File: src/rtl/imm_ext_pkg.sv
// Shared encodings for the immediate-extension pipeline: extension modes
// and skid-buffer states.
package imm_ext_pkg;

  typedef enum logic [1:0] {
    MODE_SIGN  = 2'b00,
    MODE_ZERO  = 2'b01,
    MODE_UPPER = 2'b10,
    MODE_RSVD  = 2'b11
  } mode_e;

  typedef enum logic [1:0] {
    ST_EMPTY = 2'd0,
    ST_ONE   = 2'd1,
    ST_TWO   = 2'd2
  } state_e;

endpackage

File: src/rtl/imm_ext_core.sv
// Combinational immediate extension.
// Optional macro IMM_EXT_LUI_EN: when defined, mode 10 places the immediate
// in bits 2*IN_W-1..IN_W; when undefined, mode 10 is reserved and no shifter
// exists. Reserved modes produce a sign extension with err=1.
module imm_ext_core
  import imm_ext_pkg::*;
#(
  parameter int IN_W  = 16,
  parameter int OUT_W = 32
) (
  input  logic [IN_W-1:0]  imm,
  input  logic [1:0]       mode,
  output logic [OUT_W-1:0] data,
  output logic             err
);

  // Select the extension by mode; unsupported modes fall back to sign extension.
  always_comb begin
    data = OUT_W'($signed(imm));
    err  = 1'b0;
    case (mode)
      MODE_SIGN: data = OUT_W'($signed(imm));
      MODE_ZERO: data = OUT_W'(imm);
`ifdef IMM_EXT_LUI_EN
      MODE_UPPER: data = OUT_W'(imm) << IN_W;
`endif
      default: begin
        data = OUT_W'($signed(imm));
        err  = 1'b1;
      end
    endcase
  end

endmodule

File: src/rtl/imm_ext_pipe.sv
// Immediate-extension pipeline: extension at input acceptance followed by a
// two-entry skid buffer (main register drives outputs, skid holds overflow).
// Optional macro IMM_EXT_LUI_EN enables upper (LUI) placement in mode 10.
//
// Handshake: a transfer happens on a rising edge where valid && ready on that
// side; valid never depends on ready, and ready/valid come from the state
// register (in_ready is additionally forced low while reset is asserted).
module imm_ext_pipe
  import imm_ext_pkg::*;
#(
  parameter int IN_W  = 16,
  parameter int OUT_W = 32
) (
  input  logic             clk,
  input  logic             rst_n,
  input  logic             in_valid,
  output logic             in_ready,
  input  logic [IN_W-1:0]  in_imm,
  input  logic [1:0]       in_mode,
  output logic             out_valid,
  input  logic             out_ready,
  output logic [OUT_W-1:0] out_data,
  output logic             out_err
);

  state_e           state;
  logic [OUT_W-1:0] main_data;
  logic             main_err;
  logic [OUT_W-1:0] skid_data;
  logic             skid_err;
  logic [OUT_W-1:0] ext_data;
  logic             ext_err;
  logic             push;
  logic             pop;

  imm_ext_core #(
    .IN_W (IN_W),
    .OUT_W(OUT_W)
  ) u_core (
    .imm (in_imm),
    .mode(in_mode),
    .data(ext_data),
    .err (ext_err)
  );

  // Ready/valid from the state register; reset gating keeps in_ready low in reset.
  always_comb begin
    in_ready  = rst_n && (state != ST_TWO);
    out_valid = (state != ST_EMPTY);
    push      = in_valid && in_ready;
    pop       = out_valid && out_ready;
    out_data  = main_data;
    out_err   = main_err;
  end

  // Skid-buffer FSM: loads main or skid on accept, shifts skid into main on pop.
  always_ff @(posedge clk) begin
    if (!rst_n) begin
      state     <= ST_EMPTY;
      main_data <= '0;
      main_err  <= 1'b0;
      skid_data <= '0;
      skid_err  <= 1'b0;
    end else begin
      case (state)
        ST_EMPTY: begin
          if (push) begin
            main_data <= ext_data;
            main_err  <= ext_err;
            state     <= ST_ONE;
          end
        end
        ST_ONE: begin
          if (push && pop) begin
            main_data <= ext_data;
            main_err  <= ext_err;
          end else if (push) begin
            skid_data <= ext_data;
            skid_err  <= ext_err;
            state     <= ST_TWO;
          end else if (pop) begin
            state <= ST_EMPTY;
          end
        end
        ST_TWO: begin
          if (pop) begin
            main_data <= skid_data;
            main_err  <= skid_err;
            state     <= ST_ONE;
          end
        end
        default: state <= ST_EMPTY;
      endcase
    end
  end

endmodule

File: config.mk
export PLATFORM = sky130hd
export DESIGN_NAME = imm_ext_pipe
export DESIGN_NICKNAME = d
export VERILOG_FILES = /design/src/rtl/imm_ext_pkg.sv /design/src/rtl/imm_ext_core.sv /design/src/rtl/imm_ext_pipe.sv
export SDC_FILE = /design/constraint.sdc
export NUM_CORES = 1
export LEC_CHECK = 0
export CORE_MARGIN = 5
export CORE_UTILIZATION = 46
export CTS_CLUSTER_DIAMETER = 120
export CTS_CLUSTER_SIZE = 20
export DETAILED_ROUTE_END_ITERATION = 10
export GPL_TIMING_DRIVEN = 0
export PLACE_DENSITY_LB_ADDON = 0.12
export SETUP_SLACK_MARGIN = 0.2
export SYNTH_ARGS = -nofsm -noshare
export SYNTH_HDL_FRONTEND = slang
export SYNTH_SLANG_ARGS = --single-unit
File: constraint.sdc
create_clock -name clk -period 1.96 [get_ports clk]
set_input_delay 0.294 -clock clk [delete_from_list [all_inputs] [get_ports clk]]
set_output_delay 0.294 -clock clk [all_outputs]
set_load 0.005 [all_outputs]
# Yosys cells after proc, flatten, opt, wreduce, memory -nomap -nowiden

Index checks and enable logic that the tools add are counted.

Register bits after elaboration: 68
Input bits: 22
Logic and storage cells: 43
Output and inout bits: 35

Equality and inequality tests: 9
Bitwise operators: 1
Multiplexer cells: 16
Reductions and logical operators: 12

Operators with widths:

| operator                                                               | count |
|---|---|
| 32-bit two-way mux                                                     | 4 |
| 32-bit case mux with 3 select lines                                    | 1 |
| 2-bit two-way mux                                                      | 5 |
| 2-bit inequality test (second input constant)                          | 5 |
| 4-bit AND reduction                                                    | 2 |
| 2-bit case mux with 3 select lines                                     | 1 |
| 2-bit by 1-bit equality test with 1-bit output (second input constant) | 2 |
| 1-bit logical AND                                                      | 4 |
| 2-bit logical NOT                                                      | 2 |
| 1-bit two-way mux                                                      | 4 |
| 3-bit inequality test (second input constant)                          | 1 |
| 1-bit case mux with 3 select lines                                     | 1 |
| 3-bit AND reduction                                                    | 1 |
| 3-bit nonzero test                                                     | 1 |
| 2-bit equality test (second input constant)                            | 1 |
| 2-bit nonzero test                                                     | 1 |
| 2-bit OR reduction                                                     | 1 |
| 1-bit inverter                                                         | 1 |

# Depth between registers and ports, before layout

Gate-level depths: netlist of the first run.

Word-level depth: 6
Gate-level depth with buffers: 6

# By module

From an unflattened synthesis of the first run, not the netlist that was laid out.

Cells, all modules: 361
Area, all modules: 3235.6 sq um

Modules (own cells, without submodules):

| module       | cells each | times used | seq. area each (sq um) | area an instance (sq um) |
|---|---|---|---|---|
| imm_ext_pipe | 327        | 1          | 1361.3                 | 2987.9 |
| imm_ext_core | 34         | 1          | 0.0                    | 247.7 |

# Worst setup path before layout of the first run

Ideal clock, no wire load.

Path type: reg-to-reg
From: register state[0]
To: register main_data[1] (netlist: out_data[1])
Setup slack: 0.564 ns
Path buffers: 3
Data arrival time: 1.310 ns
Stages on the path, launching flop included: 7
Setup time: 0.086 ns
Cells stage by stage: dfxtp_1 > and3b_1 > buf_6 > a31o_1 > buf_6 > buf_6 > a211oi_1

Cells in the longest elaborated chain, start to end: 6
Elaborated cells on any way between the ends: 15
Classes of those cells: eq/ne: 6; mux: 1; reduce/logical: 8

RTL lines:

| item                            | RTL line           | source |
|---|---|---|
| start, declared                 | imm_ext_pipe.sv:26 | `state_e state;` |
| start signal, assigned          | imm_ext_pipe.sv:59 | `state <= ST_EMPTY;` |
| start signal, assigned          | imm_ext_pipe.sv:70 | `state <= ST_ONE;` |
| start signal, assigned          | imm_ext_pipe.sv:80 | `state <= ST_TWO;` |
| 2-bit inequality test           | imm_ext_pipe.sv:48 | `in_ready = rst_n && (state != ST_TWO);` |
| 1-bit logical AND               | imm_ext_pipe.sv:48 |  |
| 1-bit logical AND               | imm_ext_pipe.sv:50 | `push = in_valid && in_ready;` |
| 1-bit logical AND               | imm_ext_pipe.sv:74 | `if (push && pop) begin` |
| 2-bit inequality test (no line) | --                 |  |
| 4-bit AND reduction (no line)   | --                 |  |
| end signal, assigned            | imm_ext_pipe.sv:68 | `main_data <= ext_data;` |
| end signal, assigned            | imm_ext_pipe.sv:75 | `main_data <= ext_data;` |
| end signal, assigned            | imm_ext_pipe.sv:87 | `main_data <= skid_data;` |
| end, declared                   | imm_ext_pipe.sv:27 | `logic [OUT_W-1:0] main_data;` |

Parallel ways exist; a longest one is shown, timed or not.
A chain may end at the register's enable or synchronous reset.

# Worst setup path after layout of the first run

From: register state[1]
To: output port out_valid

Cells in the longest elaborated chain, start to end: 1

RTL lines:

| item               | RTL line           | source |
|---|---|---|
| 2-bit nonzero test | imm_ext_pipe.sv:49 | `out_valid = (state != ST_EMPTY);` |
| end, declared      | imm_ext_pipe.sv:20 | `output logic out_valid,` |

Every way passes these cells.

==> flow_summary.toml, run 1 <==
[synthesis]
yosys.area_share.simple_pct = 10.1
synth.ff_latch_count = 38
synth_top_area_share_pct = 40.6
synthFlopType = "dfxtp_1"
synthMuxAreaShare_pct = 9.62
synth_compound_area_share_pct = 27.2
yosys.area.top_type = "dfxtp_1"
synth.most_common_cell = "dfxtp_1"
synth.distinct_cells = 29
ys_seq_area_share_pct = 40.6
synthTopCellsByArea = "dfxtp_1 (41%), mux2i_1 (9.6%), a311oi_1 (8.9%), a211oi_1 (6.4%), buf_4 (6.0%)"
synth_xor_area_share_pct = 0
async_flop_share_pct = 0
synth_enable_flop_cells = 0
ys.warnings.count = 0
synth_top_family_by_area = "compound AO/OA/AOI/OAI gates"
syn-cell-area_um2 = 1870
netlist_top_cells_count = "dfxtp_1 (38), a21oi_1 (19), a311oi_1 (19)"
synthesis.instances = 204
syn_area_per_cell_um2 = 9.18
syn-num-nets = 226
synthAdderAreaFrac_pct = 0

[timing]
max_freq_mhz = 597
hold_viol = 0
fin_ws_ns = 0.285
grt_setup_unrepaired = "false"
fin_crit_ns = 1.68
worst_pin_slew_ns = 0.513
fin_crit_sh_pct = 85.5
skew_ns = 0.00635
relSlewSlack_pct = 65.8
report.final.setup_viol = 0
finalMaxSlewViolations = 0

[power_and_ir_drop]
p_leak_nw = 1.10
powerDensity_nw_per_um2 = 694
p_switching_mw = 0.424
power_frac_seq_pct = 44.8
p_int_mw = 1.43
clkPwrFrac_pct = 36.2
ir_drop_mv = 0.352
swShare_pct = 22.8
p_comb_share_pct = 19.0

[critical_path]
slowest_delay_ns = 0.38
crit_type = "flop to output pin"
end_kind = "output pin"
cp.arrival_ns = 1.38
cp_data_required_time_ns = 1.67
path_cells = "clkbuf_8 -> or2_2 -> dlygate4sd2_1"
slowest_stage = "dfxtp_4"
start_kind = "flop"
cp_max_fo = 10

[route]
ant_nets = 0
drtPass1Iterations = 4
wl_mm = 4.91
via_per_inst = 5.56
drt_iter0_drc = 139
drc_errors = 0
vias = 1780
wl_per_cell_um = 15.3

[floorplanning]
die_x_um = 73.8
die-area_um2 = 5450
rows = 23
io_pins = 57
core-area_um2 = 3970
die_y_um = 73.8
initial_core_util_pct = 47.2

[grt]
grt_usage_pct = 18.4
overflow = 0
grt_antenna_before_repair = 0
grt_pass1_wl_mm = 7.82
grt_pass1_vias = 1574
grt_max_degree = 18

[layout]
syn_to_final_growth_pct = 43.0
nets = 292
antennaDiodeCount = 0
layout-drive-gt1-share_pct = 17.4
final_cell_area_um2 = 2680

[place]
gp_congestion = 0.782
postPlaceCellArea_um2 = 2500
pre_cts_slack_ns = -0.148
detailed_place_hpwl_mm = 3.41
io_buffers = 56

[clock_network]
clk_path_buf_depth = 2
tritoncts = "built"
clkTransAtPathRegs_ns = 0.07
cts.sinks = 38
clock_latency_ns = 0.28
cts_buffers = 5
cts_root_buf = "clkbuf_8"
cts-htree-levels = 2

[job]
cap_violations = 0

[hold_path]
hold_class = "input pin to flop"

[status]
status = "completed"
-- kinds of logic after synthesis --
logic type | count (synthesis)
flops | 38
buf+inv | 39
compound gates | 76
mux | 18
simple gates | 33
-- cell type report --
cell class	count	area, um2
Buffer	37	246
Clock buffer	6	82.6
Clock inverter	1	30.0
Fill cell	344	1290
Inverter	2	7.51
Multi-Input combinational cell	127	886
Sequential cell	38	772
Tap cell	50	62.6
Timing Repair Buffer	59	592
-- metrics by stage --
step	hold WS, ns	util, %	std cells	power (mW)	TNS (ns)
2_1_floorplan	0.412	-	204	1.01	0
3_3_place_gp	0.460	62.9	310	1.19	-0.907
3_5_place_dp	0.467	62.9	310	1.20	-1.15
4_1_cts	0.478	66.5	318	1.86	0
5_1_grt	0.352	67.5	320	1.93	0
6_report	0.346	67.5	320	1.86	0
-- power groups by stage --
stage,Clock [mW],Combinational [mW],Sequential (mW)
CTS,0.679,0.348,0.834
floorplan,0,0.157,0.851
global route,0.712,0.385,0.838
detailed placement,0,0.346,0.852
finish,0.672,0.353,0.832
global placement,0,0.343,0.852
-- final timing paths --
check | depth (start not counted) | startpoint | slack [ns] | end
worst max-delay path | 3 | state[1]$_SDFFE_PN0P_ | 0.28 | out_valid
worst min-delay path | 2 | rst_n | 0.35 | state[0]$_SDFFE_PN0P_
worst max register to register | 5 | state[1]$_SDFFE_PN0P_ | 0.38 | out_data[10]$_SDFFE_PN0P_
worst min register to register | 2 | skid_data[3]$_SDFFE_PN0P_ | 0.48 | skid_data[3]$_SDFFE_PN0P_
-- sequential cells by signal, indices dropped and copies added (netlist names) --
name,count
state,2
out_err,1
skid_data,17
skid_err,1
out_data,17
-- cells in the final DEF (no fill, tap or decap), drive strengths merged --
| cell type | instances |
|---|---|
| a211oi | 17 |
| a21oi | 19 |
| a2bb2oi | 1 |
| a311oi | 19 |
| a31o | 1 |
| and2 | 2 |
| and3b | 1 |
| and4b | 1 |
| buf | 29 |
| bufinv | 1 |
| clkbuf | 17 |
| clkdlybuf4s50 | 51 |
| dfxtp | 38 |
| dlygate4sd2 | 1 |
| dlymetal6s2s | 4 |
| inv | 2 |
| mux2i | 18 |
| nand2 | 1 |
| nand2b | 3 |
| nand3 | 18 |
| nand3b | 1 |
| nand4 | 1 |
| nand4b | 1 |
| nor2 | 2 |
| o21a | 1 |
| o21ai | 18 |
| or2 | 1 |
| or3b | 1 |
-- what timing repair did --
| action | CTS | global route |
|---|---|---|
| setup buffers | 1 | 2 |
| endpoints found under the setup margin | 28 | 36 |
| gates resized for setup | 13 | 8 |
| hold buffers | 0 | 0 |
| gates cloned | 0 | 0 |
| pin swaps | 0 | 0 |
-- per-layer routing --
layer	routed length (um)	GRT usage (%)	vias to the layer above
met4	31	4.83	0
met5	0	0	-
met3	391	3.69	4
met1	2340	27.5	823
met2	2150	26.9	65
li1	-	-	888
-- worst max-delay path, delay by kind of cell (launching register included) --
family | cells | cell delay, ns
flops | 1 | 0.38
buf+inv | 2 | 0.43
simple gates | 1 | 0.29
Power figures use the tool's default switching activity.
==> inputs of run 2 (changes only) <==
Settings changed: CORE_UTILIZATION 46 to 30.
==> flow_summary.toml, run 2 (synthesis gave the netlist of run 1 again) <==
[layout]
final_common_cell = "clkdlybuf4s50_1"
final_cell_area_um2 = 2710
fin_util_pct = 45.3
layout-drive-gt1-share_pct = 17.8
nets = 292
seqCellArea_um2 = 772
multiInputGateArea_um2 = 886
final_cell_mix = "clkdlybuf4s50_1 (52), dfxtp_1 (35), a21oi_1 (19), a311oi_1 (19)"
syn_to_final_growth_pct = 44.8
antennaDiodeCount = 0
fillCellCount = 612

[critical_path]
crit_type = "flop to output pin"
start_kind = "flop"
cp_max_fo = 10
cp.arrival_ns = 1.40
cp_data_required_time_ns = 1.67
end_kind = "output pin"

[timing]
finalMaxSlewViolations = 0
relSlewSlack_pct = 66.1
report.final.setup_viol = 0
fin_crit_sh_pct = 86.2
fin_ws_ns = 0.270
skew_ns = 0.00615
fin_crit_ns = 1.69
timing.hold.ws_ns = 0.350
max_freq_mhz = 592
grt_setup_unrepaired = "false"
worst_pin_slew_ns = 0.508
hold_viol = 0

[clock_network]
cts_root_buf = "clkbuf_8"
clk_path_buf_depth = 2
cts.sinks = 38
clkTransAtPathRegs_ns = 0.08
cts_buffers = 5
clock_latency_ns = 0.29
cts-htree-levels = 2
tritoncts = "built"
ctsHoldBuffers = 0

[floorplanning]
die_y_um = 89.0
initial_core_util_pct = 31.3
io_pins = 57
die-area_um2 = 7920
rows = 28
core-area_um2 = 5990
die_x_um = 89.0

[grt]
grt_pass1_wl_mm = 8.42
grt_antenna_before_repair = 0
overflow = 0
grt_max_degree = 18
grt_pass1_vias = 1651
grt_usage_pct = 13.9

[route]
wl_per_cell_um = 15.5
drc_errors = 0
ant_nets = 0
via_per_inst = 5.07
wl_mm = 5.34
vias = 1750
drtPass1Iterations = 4
drt_iter0_drc = 78

[hold_path]
hold_class = "input pin to flop"

[place]
io_buffers = 56
postPlaceCellArea_um2 = 2530
detailed_place_hpwl_mm = 3.78
gp_congestion = 0.748
pre_cts_slack_ns = -0.132

[power_and_ir_drop]
fin_total_pwr_mw = 1.87
ir_drop_mv = 0.322
p_leak_nw = 1.09
powerDensity_nw_per_um2 = 690

[job]
cap_violations = 0

[status]
status = "completed"
[run 2: cell types whose count changed in the layout (fill, tap and decap cells not counted)]
cell             previous run  this run
buf_1                       1         0
clkbuf_4                    0         1
clkdlybuf4s50_1            51        52
dlymetal6s2s_1              4         3
[run 2: worst max-delay path, stage by stage, from the launching register on]
cell	delay (ns)
dfxtp_4	0.38
clkbuf_8	0.17
or2_2	0.29
dlygate4sd2_1	0.26
[run 2: repair_timing]
action	4_1_cts	5_1_grt
endpoints found under the setup margin	26	21
setup buffers	1	2
resized for setup	14	9
hold endpoints to repair	0	0
[run 2: metal layers]
layer / vias up / GRT usage (%) / routed length (um)
li1: 885 / - / -
met1: 814 / 19.0 / 2530
met2: 45 / 20.8 / 2380
met3: 6 / 4.33 / 364
met4: 0 / 4.47 / 72
met5: - / 0 / 0
[run 2: layout make-up]
type,instances,area share (%)
inverters,2,0.277
multi-input cells,127,32.7
plain buffers,37,9.23
clock buffers,6,3.05
well taps,75,3.46
repair buffers,59,21.7
flip-flops and latches,38,28.5
clock inverters,1,1.11
[run 2: power breakdown]
part,internal (mW),leakage (nW),switching (mW)
clock network,0.407,0.0573,0.277
logic,0.219,0.722,0.135
registers,0.807,0.312,0.0259
total,1.43,1.09,0.438
[run 2: through the flow]
step           setup TNS (ns)  instances
6_report                    0        345
5_1_grt                     0        345
4_1_cts                     0        343
3_5_place_dp            -1.70        335
3_3_place_gp            -2.08        335
2_1_floorplan               0        204
[run 2: worst paths after layout]
path	from	endpoint	slack (ns)	cells past startpoint
worst max-delay path	state[1]$_SDFFE_PN0P_	out_valid	0.27	3
worst min-delay path	rst_n	state[0]$_SDFFE_PN0P_	0.35	2
worst max register to register	state[0]$_SDFFE_PN0P_	out_data[7]$_SDFFE_PN0P_	0.41	7
worst min register to register	skid_data[9]$_SDFFE_PN0P_	skid_data[9]$_SDFFE_PN0P_	0.48	2
